## src/rtl/pll_rst_seq.sv

```systemverilog
// Power-up reset sequencer: PLL reset and lock qualification, then the PHY hardware reset,
// then release of the system reset. A lost lock reruns the sequence from WAIT_LOCK.
module pll_rst_seq #(
  parameter int PLL_RST_CYC     = 16,
  parameter int LOCK_TIMEOUT    = 50000,
  parameter int LOCK_STABLE_CYC = 1000,
  parameter int PHY_RST_CYC     = 500000,
  parameter int PHY_WAIT_CYC    = 250000
) (
  input  logic       sys_clk,
  input  logic       sys_rst_n,
  input  logic       pll_locked,
  output logic       pll_reset,
  output logic       eth_rst_n,
  output logic       rst_n_out,
  output logic       init_done,
  output logic [3:0] retry_cnt
);

  localparam int MAX_A   = (PLL_RST_CYC > LOCK_TIMEOUT) ? PLL_RST_CYC : LOCK_TIMEOUT;
  localparam int MAX_B   = (LOCK_STABLE_CYC > PHY_RST_CYC) ? LOCK_STABLE_CYC : PHY_RST_CYC;
  localparam int MAX_C   = (MAX_A > MAX_B) ? MAX_A : MAX_B;
  localparam int MAX_CYC = (MAX_C > PHY_WAIT_CYC) ? MAX_C : PHY_WAIT_CYC;
  localparam int CW      = $clog2(MAX_CYC) + 1;

  localparam logic [CW-1:0] PLL_RST_LAST  = CW'(PLL_RST_CYC - 1);
  localparam logic [CW-1:0] TIMEOUT_LAST  = CW'(LOCK_TIMEOUT - 1);
  localparam logic [CW-1:0] STABLE_LAST   = CW'(LOCK_STABLE_CYC - 1);
  localparam logic [CW-1:0] PHY_RST_LAST  = CW'(PHY_RST_CYC - 1);
  localparam logic [CW-1:0] PHY_WAIT_LAST = CW'(PHY_WAIT_CYC - 1);

  typedef enum logic [2:0] {
    PLL_RST, WAIT_LOCK, LOCK_STABLE, PHY_RST, PHY_WAIT, RUN
  } state_t;

  state_t          state_q, state_d;
  logic [CW-1:0]   cnt_q, cnt_d;
  logic [3:0]      retry_q, retry_d;
  logic            lock_meta_q, lock_meta_d;
  logic            lock_s_q, lock_s_d;
  logic            pll_reset_q, pll_reset_d;
  logic            eth_rst_n_q, eth_rst_n_d;
  logic            rst_n_out_q, rst_n_out_d;
  logic            init_done_q, init_done_d;

  always_comb begin
    lock_meta_d = pll_locked;
    lock_s_d    = lock_meta_q;
    state_d     = state_q;
    retry_d     = retry_q;
    cnt_d       = cnt_q + CW'(1);

    // Lock loss is tested before any terminal count so it always wins.
    case (state_q)
      PLL_RST: begin
        if (cnt_q == PLL_RST_LAST) state_d = WAIT_LOCK;
      end
      WAIT_LOCK: begin
        if (lock_s_q) begin
          state_d = LOCK_STABLE;
        end else if (cnt_q == TIMEOUT_LAST) begin
          state_d = PLL_RST;
          if (retry_q != 4'hF) retry_d = retry_q + 4'd1;
        end
      end
      LOCK_STABLE: begin
        if (!lock_s_q) state_d = WAIT_LOCK;
        else if (cnt_q == STABLE_LAST) state_d = PHY_RST;
      end
      PHY_RST: begin
        if (!lock_s_q) state_d = WAIT_LOCK;
        else if (cnt_q == PHY_RST_LAST) state_d = PHY_WAIT;
      end
      PHY_WAIT: begin
        if (!lock_s_q) state_d = WAIT_LOCK;
        else if (cnt_q == PHY_WAIT_LAST) state_d = RUN;
      end
      RUN: begin
        if (!lock_s_q) state_d = WAIT_LOCK;
      end
      default: state_d = PLL_RST;
    endcase

    if (state_d != state_q) cnt_d = '0;

    // Outputs decode the next state so they register in step with the state itself.
    pll_reset_d = (state_d == PLL_RST);
    eth_rst_n_d = (state_d == PHY_WAIT) || (state_d == RUN);
    rst_n_out_d = (state_d == RUN);
    init_done_d = (state_d == RUN);
  end

  always_ff @(posedge sys_clk or negedge sys_rst_n) begin
    if (!sys_rst_n) begin
      state_q     <= PLL_RST;
      cnt_q       <= '0;
      retry_q     <= 4'd0;
      lock_meta_q <= 1'b0;
      lock_s_q    <= 1'b0;
      pll_reset_q <= 1'b1;
      eth_rst_n_q <= 1'b0;
      rst_n_out_q <= 1'b0;
      init_done_q <= 1'b0;
    end else begin
      state_q     <= state_d;
      cnt_q       <= cnt_d;
      retry_q     <= retry_d;
      lock_meta_q <= lock_meta_d;
      lock_s_q    <= lock_s_d;
      pll_reset_q <= pll_reset_d;
      eth_rst_n_q <= eth_rst_n_d;
      rst_n_out_q <= rst_n_out_d;
      init_done_q <= init_done_d;
    end
  end

  assign pll_reset = pll_reset_q;
  assign eth_rst_n = eth_rst_n_q;
  assign rst_n_out = rst_n_out_q;
  assign init_done = init_done_q;
  assign retry_cnt = retry_q;

endmodule
```

## config.mk

```make
export PLATFORM = sky130hd
export DESIGN_NAME = pll_rst_seq
export DESIGN_NICKNAME = d
export VERILOG_FILES = /design/src/rtl/pll_rst_seq.sv
export SDC_FILE = /design/constraint.sdc
export NUM_CORES = 1
export LEC_CHECK = 0
export BUFFER_PORTS_ARGS = -buffer_cell sky130_fd_sc_hd__buf_2
export CELL_PAD_IN_SITES_DETAIL_PLACEMENT = 0
export CELL_PAD_IN_SITES_GLOBAL_PLACEMENT = 2
export CORE_ASPECT_RATIO = 0.75
export CORE_MARGIN = 4
export CORE_UTILIZATION = 35
export DETAILED_ROUTE_END_ITERATION = 7
export PLACE_DENSITY_LB_ADDON = 0.1
export SLEW_MARGIN = 40
export SYNTH_ARGS = -nofsm -noshare
export SYNTH_HDL_FRONTEND = slang
export SYNTH_SLANG_ARGS = --single-unit
```

## constraint.sdc

```tcl
create_clock -name sys_clk -period 2.2 [get_ports sys_clk]
set_input_delay 0.22 -clock sys_clk [delete_from_list [all_inputs] [get_ports sys_clk]]
set_output_delay 0.22 -clock sys_clk [all_outputs]
set_load 0.005 [all_outputs]
```

==> metrics.txt <==
status finished clean; final worst clock skew 6.57 ps; antenna viol nets, final 0; DR DRC count 0; total global routing overflow 0; startpoint types flop; PnR worst setup slack 9.83 ps; Starting Density 0.367; die width 91.3 µm; ys flop type dfrtp_1; Detailed Routing Iterations Pass 1 5; antenna violations before repair 0; post-synthesis async set-or-reset flop share 1.00; sequential fraction of the synthesis area 0.441; Avg WL per Cell 16.4 µm; HPWL after DPL 2.87 mm; Syn Inst Count 175; max_slew headroom 0.714; worst skew pair latency 280 ps; Fin Setup TNS 0 ps; DR vias/cell 5.43; global-route wire length before repair 6.99 mm; Mean Syn Cell Area 10.4 µm²; Design Area, Final 0.00227 mm²; CTS tree done; max-slew violations 0; core area 0.00495 mm²; max-cap viol count 0; Critical Path End Type flop; GPL Wtd Cong 0.779; CTS buffer count 5; # nets final 215; critical path fanouts, max 20; worst vdd ir 0.389 mV; # IOs 11; area occupied by multi-input gates 978 µm²; Design Power 1.77 mW; Worst-Margin Slew 429 ps; crit path kind flop to flop; GRT Util Overall 0.136; share of cells above drive strength 1 0.390; DIE AREA 0.00643 mm²; P&R area growth vs syn 24.6%; Port Buffers 10; Place WS 35.1 ps; min Tclk post-route 2190 ps; Worst Path Arrival 2410 ps; DP Area 0.00206 mm²; DRT iter0 DRCs 125; largest net degree at the start of global routing 33; synthesized net count 181; Reg clk slew, reported paths 70 ps; Leak Pwr 0.946 nW; fmax 457 MHz; Final period util 0.996; #FFs+latches synth 32; Post-Syn Area 0.00182 mm²; Seq. cell area 803 µm²; row cnt 22; clock root buffer clkbuf_8; Die Y 70.5 µm; cell type with the largest total area after synthesis dfrtp_1; CTS Sinks 32; Post-synth EDFFs 0; Yosys warning count 0; Ant. Diodes 0; PwrDens 782 mW/mm²; fill cell count 470; vias 1467; Total Wirelength 4.43 mm; most frequent cells in the layout dfrtp_1, buf_4, a21oi_2, nand3_1, xnor2_1; H-tree levels 2; synth top area cells dfrtp_1, a21oi_2, xnor2_1; Worst Hold Class primary input to flop; Hold Violations, Final 0; clock buffer depth 2; synth unique cells 40; Yosys top cell area share 0.426; Setup Viol. Count Final 0; CP required 2420 ps; vias in the first global route 1367; unrepaired setup endpoints after global routing yes; commonest non-fill, non-tap cell in the layout dfrtp_1; Hold Worst Slack 51.5 ps
==> final timing paths <==
| path | from | to | slack (ps) | cells after the start |
|---|---|---|---|---|
| max in group asynchronous | sys_rst_n | pll_reset | 1430 | 2 |
| min | pll_locked | lock_meta_q | 50 | 1 |
| min reg2reg | lock_meta_q | lock_s_q | 350 | 0 |
| max reg2reg | cnt_q[7] | cnt_q[0] | 10 | 7 |
| min in group asynchronous | sys_rst_n | cnt_q[6] | 430 | 2 |
| max | cnt_q[7] | cnt_q[0] | 10 | 7 |
==> worst max-delay path: stages (launching register included) <==
cell	delay, ps
dfrtp_1	450
nor3_1	260
nor4bb_2	390
a31oi_1	190
nor3_2	260
o2111ai_2	210
buf_12	210
a21oi_2	140
==> state kept, by name, indices dropped and copies added, names as in the netlist <==
signal       cells
cnt_q           20
pll_reset        1
lock_meta_q      1
lock_s_q         1
init_done        1
state_q          3
eth_rst_n        1
retry_cnt        4
==> where the power goes <==
group	internal, mW	switching, mW	leakage (nW)	total [mW]
clock	0.250	0.226	0.0510	0.476
sequential	0.648	0.0520	0.431	0.700
combinational	0.245	0.354	0.464	0.598
total	1.14	0.632	0.946	1.77
==> area by class of cell <==
| type | count | area share |
|---|---|---|
| clock inverter | 2 | 0.00441 |
| clock buffer | 6 | 0.0364 |
| timing repair buffer | 36 | 0.131 |
| tap | 60 | 0.0331 |
| multi-input combinational | 128 | 0.431 |
| inverter | 6 | 0.00993 |
| sequential | 32 | 0.354 |
==> stage by stage <==
stage	util	instances
2_1_floorplan	-	175
3_3_place_gp	0.416	256
3_5_place_dp	0.416	256
4_1_cts	0.434	264
5_1_grt	0.458	270
6_report	0.458	270
==> synthesized netlist by cell type, drive strengths merged, types with 2 or more instances <==
cell    instances
a21boi          2
a21oi          20
a31oi           2
and3            2
and4            3
buf             6
clkbuf          3
dfrtp          31
ha              3
inv             6
nand2          10
nand3          12
nand4           7
nor2           11
nor2b           2
nor3            7
nor4            9
o21a            2
o21ai           2
or4             4
xnor2          11
xor2           10
==> what timing repair did <==
item,4_1_cts,5_1_grt
setup endpoints to repair,0,25
hold buffers,0,1
gates resized for setup,0,11
endpoints found under the hold margin,0,31
buffers inserted,0,3
==> cell families (layout without fill, tap and decap cells) <==
logic type	count (synthesis)	after routing	share of synthesized area
AO/OA/AOI/OAI	32	32	0.146
multiplexers	1	1	0.00619
flip-flops	32	32	0.441
adder cells (fa/ha/maj)	3	3	0.0206
buffers and inverters	15	50	0.0495
AND/OR/NAND/NOR	71	71	0.236
XOR/XNOR	21	21	0.101
==> metal layers <==
| metal | up-vias | track usage | wire, µm |
|---|---|---|---|
| li1 | 703 | - | - |
| met1 | 724 | 0.209 | 2220 |
| met2 | 36 | 0.183 | 1980 |
| met3 | 4 | 0.0366 | 187 |
| met4 | 0 | 0.0401 | 44 |
| met5 | - | 0 | 0 |
Power figures use the tool's default switching activity.
